==> config.mk <==
export PLATFORM = sky130hd
export DESIGN_NAME = matrix_feeder_flat
export DESIGN_NICKNAME = d
export VERILOG_FILES = /design/src/rtl/matrix_feeder_pkg.sv /design/src/rtl/matrix_feeder_if.sv /design/src/rtl/skew_delay_line.sv /design/src/rtl/matrix_feeder.sv /design/src/flat_wrapper.sv
export SDC_FILE = /design/constraint.sdc
export NUM_CORES = 1
export LEC_CHECK = 0
export ABC_AREA = 1
export CORE_ASPECT_RATIO = 1.4
export CORE_MARGIN = 2
export CORE_UTILIZATION = 45
export CTS_CLUSTER_SIZE = 14
export DETAILED_ROUTE_END_ITERATION = 10
export GPL_ROUTABILITY_DRIVEN = 0
export PLACE_DENSITY_LB_ADDON = 0.08
export SYNTH_ARGS = -nofsm -noshare
export SYNTH_HDL_FRONTEND = slang
export SYNTH_SLANG_ARGS = --single-unit
==> constraint.sdc <==
create_clock -name clk -period 3.67 [get_ports clk]
set_input_delay 0.734 -clock clk [delete_from_list [all_inputs] [get_ports clk]]
set_output_delay 0.734 -clock clk [all_outputs]
set_load 0.03 [all_outputs]
==> src/rtl/matrix_feeder_pkg.sv <==
// -----------------------------------------------------------------------------
// matrix_feeder_pkg
// Shared types and constants for the systolic-array operand feeder.
//   SYS_ARRAY_SIZE : number of skewed lanes (array edge size)
//   DATA_WIDTH     : element width
//   LEN_WIDTH      : width of the vector-count field
//   matrix_data_t  : one lane element; 'last' sits above the data bits
//   vec_t          : one operand vector, element i in bits [i*DATA_WIDTH +: DATA_WIDTH]
//   FD_*           : feeder FSM state encodings
// -----------------------------------------------------------------------------
package matrix_feeder_pkg;
    localparam int SYS_ARRAY_SIZE = 2;
    localparam int DATA_WIDTH     = 8;
    localparam int LEN_WIDTH      = 16;

    typedef logic [DATA_WIDTH-1:0] data_t;

    typedef struct packed {
        logic  last;
        data_t data;
    } matrix_data_t;

    typedef data_t [SYS_ARRAY_SIZE-1:0] vec_t;

    localparam logic [1:0] FD_IDLE  = 2'd0;
    localparam logic [1:0] FD_FEED  = 2'd1;
    localparam logic [1:0] FD_FLUSH = 2'd2;

    // Flush step counter only needs to reach SYS_ARRAY_SIZE-2.
    localparam int FCNT_WIDTH = (SYS_ARRAY_SIZE > 2) ? $clog2(SYS_ARRAY_SIZE - 1) : 1;
endpackage

==> src/rtl/matrix_feeder_if.sv <==
// -----------------------------------------------------------------------------
// matrix_feeder_if
// Bundles the feeder's control, operand and lane signals.
//   slave  : the feeder itself (takes start/len/vectors, drives lanes/status)
//   master : the operand source / controller
// Optional macro MATRIX_FEEDER_STALL_CNT_EN adds stall_cnt_o (32 bits).
// -----------------------------------------------------------------------------
interface matrix_feeder_if;
    import matrix_feeder_pkg::*;

    logic                                    start_i;
    logic [LEN_WIDTH-1:0]                    len_i;
    logic                                    vec_valid_i;
    logic                                    vec_ready_o;
    vec_t                                    vec_data_i;
    logic [SYS_ARRAY_SIZE*(DATA_WIDTH+1)-1:0] lane_o;
    logic                                    advance_o;
    logic                                    busy_o;
    logic                                    done_o;
`ifdef MATRIX_FEEDER_STALL_CNT_EN
    logic [31:0]                             stall_cnt_o;
`endif

    modport slave (
        input  start_i, len_i, vec_valid_i, vec_data_i,
        output vec_ready_o, lane_o, advance_o, busy_o, done_o
`ifdef MATRIX_FEEDER_STALL_CNT_EN
        , output stall_cnt_o
`endif
    );

    modport master (
        output start_i, len_i, vec_valid_i, vec_data_i,
        input  vec_ready_o, lane_o, advance_o, busy_o, done_o
`ifdef MATRIX_FEEDER_STALL_CNT_EN
        , input stall_cnt_o
`endif
    );
endinterface

==> src/rtl/skew_delay_line.sv <==
// -----------------------------------------------------------------------------
// skew_delay_line
// Enable-gated shift chain of DEPTH stages, W bits wide. DEPTH=0 is a wire.
//   clk, rst : clock, async active-high reset
//   en       : shift enable (global step)
//   d / q    : chain input / output
// -----------------------------------------------------------------------------
module skew_delay_line #(
    parameter int DEPTH = 1,
    parameter int W     = 8
) (
    input  logic         clk,
    input  logic         rst,
    input  logic         en,
    input  logic [W-1:0] d,
    output logic [W-1:0] q
);
    generate
        if (DEPTH == 0) begin : g_wire
            logic unused_ctrl;
            assign unused_ctrl = &{1'b0, clk, rst, en};
            assign q = d;
        end else begin : g_chain
            logic [W-1:0] stage_reg [DEPTH];
            for (genvar gi = 0; gi < DEPTH; gi++) begin : g_stage
                if (gi == 0) begin : g_head
                    always_ff @(posedge clk or posedge rst) begin
                        if (rst)     stage_reg[gi] <= '0;
                        else if (en) stage_reg[gi] <= d;
                    end
                end else begin : g_body
                    always_ff @(posedge clk or posedge rst) begin
                        if (rst)     stage_reg[gi] <= '0;
                        else if (en) stage_reg[gi] <= stage_reg[gi-1];
                    end
                end
            end
            assign q = stage_reg[DEPTH-1];
        end
    endgenerate
endmodule

==> src/rtl/matrix_feeder.sv <==
// -----------------------------------------------------------------------------
// matrix_feeder
// Transmit end of the PE operand interface: accepts operand vectors and drives
// SYS_ARRAY_SIZE skewed lanes into the systolic array edge. Lane i lags lane 0
// by i steps; 'last' marks the final element of each lane. advance_o is a
// global step enable, so input stalls freeze the array instead of injecting
// bubbles.
//   clk, rst : clock, async active-high reset
//   bus      : matrix_feeder_if.slave (start/len, vector handshake, lanes,
//              advance/busy/done status)
// Optional macro MATRIX_FEEDER_STALL_CNT_EN: adds a saturating count of FEED
// cycles without a valid vector (bus.stall_cnt_o), cleared on accepted start.
// -----------------------------------------------------------------------------
module matrix_feeder
    import matrix_feeder_pkg::*;
(
    input  logic           clk,
    input  logic           rst,
    matrix_feeder_if.slave bus
);
    localparam int N  = SYS_ARRAY_SIZE;
    localparam int MW = DATA_WIDTH + 1;

    logic [1:0]            state_reg;
    logic [LEN_WIDTH-1:0]  len_reg;
    logic [LEN_WIDTH-1:0]  vcnt_reg;
    logic [FCNT_WIDTH-1:0] fcnt_reg;
    logic                  advance_reg;
    logic                  done_reg;

    logic beat, step, last_beat, flush_end;
    logic [N*MW-1:0] lane_bus;

    assign beat      = (state_reg == FD_FEED) && bus.vec_valid_i;
    // FLUSH steps unconditionally to push the tail of the skew out.
    assign step      = beat || (state_reg == FD_FLUSH);
    // len_reg is never 0 while in FEED, so len_reg-1 cannot wrap.
    assign last_beat = (vcnt_reg == len_reg - LEN_WIDTH'(1));
    assign flush_end = (fcnt_reg == FCNT_WIDTH'((N >= 2) ? N - 2 : 0));

    always_ff @(posedge clk or posedge rst) begin
        if (rst) begin
            state_reg   <= FD_IDLE;
            len_reg     <= '0;
            vcnt_reg    <= '0;
            fcnt_reg    <= '0;
            advance_reg <= 1'b0;
            done_reg    <= 1'b0;
        end else begin
            advance_reg <= step;
            done_reg    <= 1'b0;
            case (state_reg)
                FD_IDLE: begin
                    if (bus.start_i) begin
                        len_reg  <= bus.len_i;
                        vcnt_reg <= '0;
                        fcnt_reg <= '0;
                        if (bus.len_i != '0) state_reg <= FD_FEED;
                        else                 done_reg  <= 1'b1;
                    end
                end
                FD_FEED: begin
                    if (beat) begin
                        vcnt_reg <= vcnt_reg + LEN_WIDTH'(1);
                        if (last_beat) begin
                            fcnt_reg <= '0;
                            if (N == 1) begin
                                // Single lane: last element is already on the edge.
                                state_reg <= FD_IDLE;
                                done_reg  <= 1'b1;
                            end else begin
                                state_reg <= FD_FLUSH;
                            end
                        end
                    end
                end
                FD_FLUSH: begin
                    fcnt_reg <= fcnt_reg + FCNT_WIDTH'(1);
                    if (flush_end) begin
                        state_reg <= FD_IDLE;
                        done_reg  <= 1'b1;
                    end
                end
                default: state_reg <= FD_IDLE;
            endcase
        end
    end

    // Lane i = DEPTH-i skew chain followed by the lane output register, so an
    // element accepted in cycle c shows on lane i in cycle c+1+i.
    generate
        for (genvar gi = 0; gi < N; gi++) begin : g_lane
            matrix_data_t chain_in, chain_out, lane_reg;

            // Outside FEED (i.e. during FLUSH) zeros are shifted in behind the stream.
            assign chain_in = (state_reg == FD_FEED) ?
                              matrix_data_t'{last: last_beat, data: bus.vec_data_i[gi]} :
                              matrix_data_t'('0);

            skew_delay_line #(.DEPTH(gi), .W(MW)) u_skew (
                .clk (clk),
                .rst (rst),
                .en  (step),
                .d   (chain_in),
                .q   (chain_out)
            );

            always_ff @(posedge clk or posedge rst) begin
                if (rst)       lane_reg <= '0;
                else if (step) lane_reg <= chain_out;
            end

            assign lane_bus[gi*MW +: MW] = lane_reg;
        end
    endgenerate

`ifdef MATRIX_FEEDER_STALL_CNT_EN
    logic [31:0] stall_cnt_reg;

    always_ff @(posedge clk or posedge rst) begin
        if (rst)
            stall_cnt_reg <= '0;
        else if ((state_reg == FD_IDLE) && bus.start_i)
            stall_cnt_reg <= '0;
        else if ((state_reg == FD_FEED) && !bus.vec_valid_i && (stall_cnt_reg != '1))
            stall_cnt_reg <= stall_cnt_reg + 32'd1;
    end

    assign bus.stall_cnt_o = stall_cnt_reg;
`endif

    assign bus.lane_o      = lane_bus;
    assign bus.vec_ready_o = (state_reg == FD_FEED);
    assign bus.busy_o      = (state_reg != FD_IDLE);
    assign bus.advance_o   = advance_reg;
    assign bus.done_o      = done_reg;
endmodule
==> src/flat_wrapper.sv <==
// flat-port wrapper written by rule: the top's interface ports become plain ports
module matrix_feeder_flat import matrix_feeder_pkg::*;
  (clk, rst, bus_start_i, bus_len_i, bus_vec_valid_i, bus_vec_data_i, bus_vec_ready_o, bus_lane_o, bus_advance_o, bus_busy_o, bus_done_o);
  matrix_feeder_if bus_i ();
  input  logic clk;
  input  logic rst;
  input wire logic [$bits(bus_i.start_i)-1:0] bus_start_i;
  input wire logic [$bits(bus_i.len_i)-1:0] bus_len_i;
  input wire logic [$bits(bus_i.vec_valid_i)-1:0] bus_vec_valid_i;
  input wire logic [$bits(bus_i.vec_data_i)-1:0] bus_vec_data_i;
  output wire logic [$bits(bus_i.vec_ready_o)-1:0] bus_vec_ready_o;
  output wire logic [$bits(bus_i.lane_o)-1:0] bus_lane_o;
  output wire logic [$bits(bus_i.advance_o)-1:0] bus_advance_o;
  output wire logic [$bits(bus_i.busy_o)-1:0] bus_busy_o;
  output wire logic [$bits(bus_i.done_o)-1:0] bus_done_o;
  assign bus_i.start_i = bus_start_i;
  assign bus_i.len_i = bus_len_i;
  assign bus_i.vec_valid_i = bus_vec_valid_i;
  assign bus_i.vec_data_i = bus_vec_data_i;
  assign bus_vec_ready_o = bus_i.vec_ready_o;
  assign bus_lane_o = bus_i.lane_o;
  assign bus_advance_o = bus_i.advance_o;
  assign bus_busy_o = bus_i.busy_o;
  assign bus_done_o = bus_i.done_o;
  matrix_feeder u_core (.clk(clk), .rst(rst), .bus(bus_i));
endmodule
==> impl_metrics.csv, run 1 <==
group,metric,value,unit
floorplan,row_count,37,
clocking,clock_latency,0.34,ns
placement,port_buffers,57,
worst_setup_path,cp_max_fo,5,
power,powerDensity,764.1,nW/um^2
worst_setup_path,cp.required,2.94,ns
timing,hold_violations,0,
worst_hold_path,hp-start,"u_core.bus.lane_o[6]",
layout,num_antenna_cells,0,
layout,nets,556,
worst_setup_path,r2r-start,"u_core.state_reg[0]",
placement,place_area,4055,sq um
clocking,clock_tree.buffer_depth,2,
detailed_routing,drt_iter0_drc,126,
worst_hold_path,hp-class,"flop to flop",
worst_setup_path,timing.rr.end,"u_core.vcnt_reg[12]",
detailed_routing,wl_per_cell,12.60,um
floorplan,die_w,77.22,um
clocking,cts_tree,"built",
yosys,yosys_warnings,0,
timing,clock_skew,0.009040,ns
clocking,cts.repair.resized,0,
detailed_routing,viasPerCell,4.948,
global_route,grt_pass1_vias,3118,
floorplan,initial_core_util,46.17,%
run,drv_cap,0,
worst_setup_path,crit_arrival,1.66,ns
timing,fin_crit,2.397,ns
worst_setup_path,cp-end-kind,"output pin",
clocking,cts_sinks,63,
worst_setup_path,crit_type,"flop to output pin",
detailed_routing,first_pass_iters,4,
worst_hold_path,holdPathEnd,"u_core.bus.lane_o[6]",
worst_setup_path,rrSetupSlack,1.55,ns
worst_setup_path,ff2ff_path_depth,12,
timing,rsz0062_at_grt,"no",
yosys,synth_edf_count,0,
yosys,synth.distinct_cells,34,
yosys,ys.flop_type,"dfrtp_1",
layout,largest_reg_flops,18,
yosys,postSynthAreaPerCell,7.389,sq um
floorplan,die-area,8223,sq um
global_route,overflow,0,
clocking,postCtsHoldBufs,0,
clocking,cts_setup_buffers,0,
worst_setup_path,start_kind,"flop",
global_route,grt_max_degree,39,
yosys,synth_seq_cells,63,
clocking,root_buffer,"clkbuf_8",
timing,finalSetupViolCount,0,
outcome,outcome,"finished clean",
power,ir_drop,0.4116,mV
yosys,synth_async_sr_flop_share,100.0,%
global_route,grt_pass1_wl,13810,um
timing,final.period_utilization,65.30,%
placement,dp.cells,604,
floorplan,die_height,106.5,um
layout,layout.cells.non_filler,620,
detailed_routing,vias,3068,
detailed_routing,drc_errors,0,
timing,worstMarginPinSlew,0.7587,ns
power,power.leakage,2.064,nW
yosys,netlist_top_cells_area,"dfrtp_1 (47%), nand2_1 (12%), inv_1 (7.7%)",
placement,hpwl,5885,um
layout,finalInstanceArea,4254,sq um
layout,areaGrowthSynthToFinish,25.97,%
yosys,synth_top_area_share,46.68,%
yosys,synth_nets,495,
timing,max_slew_margin,49.30,%
worst_hold_path,holdPathStages,2,
timing,setup_tns,0,ns
clocking,cts_made_buffers,9,
yosys,synth_area,3377,sq um
detailed_routing,antenna_left,0,
global_route,grt.total_usage,21.06,%
global_route,antenna_found_initial,0,
floorplan,core-area,7315,sq um
clocking,htreeDepth,3,
yosys,synthCells,457,
yosys,yosysSeqAreaShare,46.68,%
detailed_routing,drt-total-wl,7815,um
layout,drive_above_1_share,6.501,%
timing,fmaxAchievable,417.3,MHz
timing,slew_violations,0,
yosys,synth_area_leader_cell,"dfrtp_1",
clocking,cts.clk_slew.worst_paths,0.07,ns
floorplan,io_pins,58,
[cell usage in the layout (no fill, tap or decap), types with 2 or more instances in the layout]
cell type | netlist | routed
nor2_2 | 3 | 3
buf_4 | 1 | 5
o22ai_1 | 2 | 2
clkinv_4 | 0 | 2
clkdlybuf4s50_1 | 0 | 57
o21ai_0 | 35 | 35
nand2_1 | 111 | 111
nor3_1 | 11 | 11
nor4_1 | 2 | 2
xor2_1 | 4 | 4
nor3_2 | 2 | 2
nand2_4 | 2 | 2
xnor2_1 | 5 | 5
nor2_1 | 47 | 47
dfrtp_1 | 63 | 63
inv_1 | 69 | 68
ha_1 | 2 | 2
o21ai_1 | 4 | 4
nand3_1 | 51 | 51
a21oi_1 | 16 | 16
clkinv_2 | 0 | 2
clkbuf_8 | 0 | 10
nand4_1 | 3 | 3
inv_2 | 2 | 3
[where the power goes]
part           internal, mW  switching [mW]
clock                 0.332           0.280
combinational         0.562           0.936
sequential            0.940           0.199
[cell usage after synthesis, types with 2 or more instances]
cell,number
o21ai_0,35
xor2_1,4
nand2_4,2
buf_2,2
nor3_1,11
nand4_1,3
nor4_1,2
o21ai_1,4
dfrtp_1,63
ha_1,2
nor3_2,2
nor2_2,3
buf_1,2
nor2_1,47
o22ai_1,2
clkbuf_1,7
nand2_1,111
nand3_1,51
inv_1,69
a21oi_1,16
xnor2_1,5
inv_2,2
[kinds of logic after synthesis]
| family | Yosys count | share of synthesized area, % |
|---|---|---|
| DFF | 63 | 46.68 |
| and+or+nand+nor | 240 | 31.75 |
| AOI/OAI and AO/OA | 59 | 8.967 |
| buffers and inverters | 84 | 9.522 |
| adders and majority gates | 2 | 0.7409 |
| xor gates and xnor gates | 9 | 2.334 |
[worst max-delay path by stage]
| stage | end | startpoint | slack, ns |
|---|---|---|---|
| final | bus_busy_o | u_core.state_reg[1] | 1.27 |
| after global routing | bus_busy_o | u_core.state_reg[1] | 1.20 |
| after CTS | bus_busy_o | u_core.state_reg[1] | 1.25 |
| after detailed placement | u_core.vcnt_reg[12] | bus_vec_valid_i | 1.01 |
| after global placement | u_core.vcnt_reg[12] | bus_vec_valid_i | 1.10 |
| after floorplan | u_core.bus.advance_o | rst | 1.37 |
[cell type report]
cell class                 count  area (sq um)
fill                         740          3060
sequential                    63          1577
multi-input combinational    310          1479
timing repair buffer          62         608.1
inverter                      72         270.3
clock buffer                  11         141.4
tap                           97         121.4
clock inverter                 5         57.56
[per-stage QoR]
stage               total power, mW  setup slack (ns)  util, %  hold WS, ns
floorplan                     2.156             1.366        -       0.4558
global placement              2.628             1.104    55.44       0.4926
detailed placement            2.658             1.013    55.44       0.4925
CTS                           3.280             1.255    58.16       0.5127
global route                  3.529             1.197    58.16       0.5342
finish                        3.251             1.273    58.16       0.5115
[critical path, cell delays in order, from the launching register on]
cell and delay, ns:
dfrtp_1 0.46, nor2_2 0.08, inv_1 0.09, clkdlybuf4s50_1 0.69
[routing by layer]
metal	part of all wire [%]	vias to the layer above	track usage [%]
li1	-	1565	-
met1	42	1439	24.10
met2	52	56	37.95
met3	4.0	8	5.348
met4	1.6	0	7.015
met5	0	-	0
No activity file was read; power rests on OpenSTA's default activity.
==> inputs of run 2 (changes only) <==
- clock period: 3.67 -> 2.3 ns (I/O delays scaled with it)
==> impl_metrics.csv, run 2 (synthesis gave the netlist of run 1 again) <==
group,metric,value,unit
placement,dp_slack,0.1863,ns
floorplan,row_count,37,
timing,rsz0062_at_grt,"no",
worst_hold_path,hp-class,"flop to flop",
global_route,grt_max_degree,64,
detailed_routing,drt-total-wl,7730,um
detailed_routing,antenna_left,0,
layout,largest_reg_flops,18,
worst_setup_path,crit_arrival,1.67,ns
worst_setup_path,cp_cell_sequence,"nor2_2 -> inv_1 -> clkdlybuf4s50_1",
clocking,root_buffer,"clkbuf_8",
worst_setup_path,crit_buf_inv,2,
timing,slew_violations,0,
timing,setup_tns,0,ns
detailed_routing,vias,3052,
worst_setup_path,cp.required,1.84,ns
worst_setup_path,cpMaxStageDelayCell,"clkdlybuf4s50_1",
clocking,cts_setup_buffers,0,
placement,port_buffers,57,
timing,fmaxAchievable,469.3,MHz
outcome,outcome,"finished clean",
detailed_routing,drc_errors,0,
floorplan,core-area,7315,sq um
clocking,cts_sinks,63,
clocking,cts.clk_slew.worst_paths,0.07,ns
timing,holdWs,0.5027,ns
floorplan,initial_core_util,46.17,%
layout,n_fill_cell,740,
detailed_routing,drt_iter0_drc,141,
global_route,antenna_found_initial,0,
detailed_routing,viasPerCell,4.907,
layout,layout_commonest_cell,"nand2_1",
clocking,cts_tree,"built",
worst_setup_path,cp-end-kind,"output pin",
worst_setup_path,start_kind,"flop",
layout,drive_above_1_share,6.857,%
floorplan,die-area,8223,sq um
timing,final.period_utilization,92.65,%
power,power.leakage,2.082,nW
global_route,grt_pass1_wl,12950,um
timing,finalSetupViolCount,0,
worst_setup_path,cpLargestDelayFamily,"buffers and inverters",
timing,fin_ws,0.1690,ns
worst_setup_path,crit_type,"flop to output pin",
timing,clock_skew,0.005768,ns
clocking,cts.repair.resized,0,
layout,nets,558,
clocking,htreeDepth,3,
floorplan,die_height,106.5,um
clocking,clock_latency,0.34,ns
clocking,cts_made_buffers,9,
power,total_power,5.148,mW
power,powerDensity,1205,nW/um^2
global_route,overflow,0,
layout,areaGrowthSynthToFinish,26.57,%
timing,worstMarginPinSlew,0.3410,ns
clocking,postCtsHoldBufs,0,
global_route,grt.total_usage,20.13,%
global_route,grt_pass1_vias,2957,
worst_setup_path,cp_max_fo,5,
floorplan,die_w,77.22,um
power,ir_drop,0.8251,mV
layout,fin_util,58.43,%
run,drv_cap,0,
timing,fin_crit,2.131,ns
timing,max_slew_margin,77.26,%
layout,final_cell_mix,"nand2_1 (111), inv_1 (68), dfrtp_1 (63), clkdlybuf4s50_1 (56), nand3_1 (51)",
clocking,clock_tree.buffer_depth,2,
detailed_routing,wl_per_cell,12.43,um
timing,hold_violations,0,
detailed_routing,first_pass_iters,4,
floorplan,io_pins,58,
worst_setup_path,cpPeakStageDelay,0.60,ns
placement,hpwl,5746,um
layout,num_antenna_cells,0,
[run 2: metrics by stage]
stage / cell area, sq um / cells
after floorplan: 3377 / 457
after global placement: 4083 / 606
after detailed placement: 4083 / 606
after CTS: 4272 / 622
after global routing: 4274 / 622
final: 4274 / 622
[run 2: path summary, 6_finish.rpt]
check	from	endpoint	slack, ns	cells after the start
setup / recovery	u_core.state_reg[1]	bus_busy_o	0.17	3
min in group asynchronous	rst	u_core.len_reg[0]	0.51	3
max in group asynchronous	rst	u_core.len_reg[8]	1.53	3
hold reg to reg	u_core.fcnt_reg	u_core.fcnt_reg	0.50	2
setup reg to reg	u_core.len_reg[0]	u_core.state_reg[0]	0.26	15
hold / removal	u_core.fcnt_reg	u_core.fcnt_reg	0.50	2
[run 2: layer usage]
| metal | global-route usage (%) | vias to the layer above | share of wire (%) |
|---|---|---|---|
| met2 | 36.71 | 55 | 53 |
| li1 | - | 1572 | - |
| met4 | 8.929 | 0 | 1.6 |
| met3 | 5.008 | 8 | 4.7 |
| met1 | 21.74 | 1417 | 41 |
| met5 | 0 | - | 0 |
[run 2: area by class of cell]
class,instances,area (sq um),area share (%)
Sequential cell,63,1577,36.89
Multi-Input combinational cell,310,1479,34.60
Timing Repair Buffer,64,638.1,14.93
Inverter,72,270.3,6.323
Clock buffer,10,127.6,2.986
Tap cell,97,121.4,2.840
Clock inverter,6,61.31,1.434
[run 2: where the power goes]
| group | internal (mW) | switching [mW] |
|---|---|---|
| combinational | 0.913 | 1.49 |
| sequential | 1.50 | 0.304 |
| clock | 0.497 | 0.443 |
[run 2: tightest hold or removal path: stages, from the launching register on]
cell	delay, ns
dfrtp_1	0.36
nand2_1	0.06
nand2_1	0.05
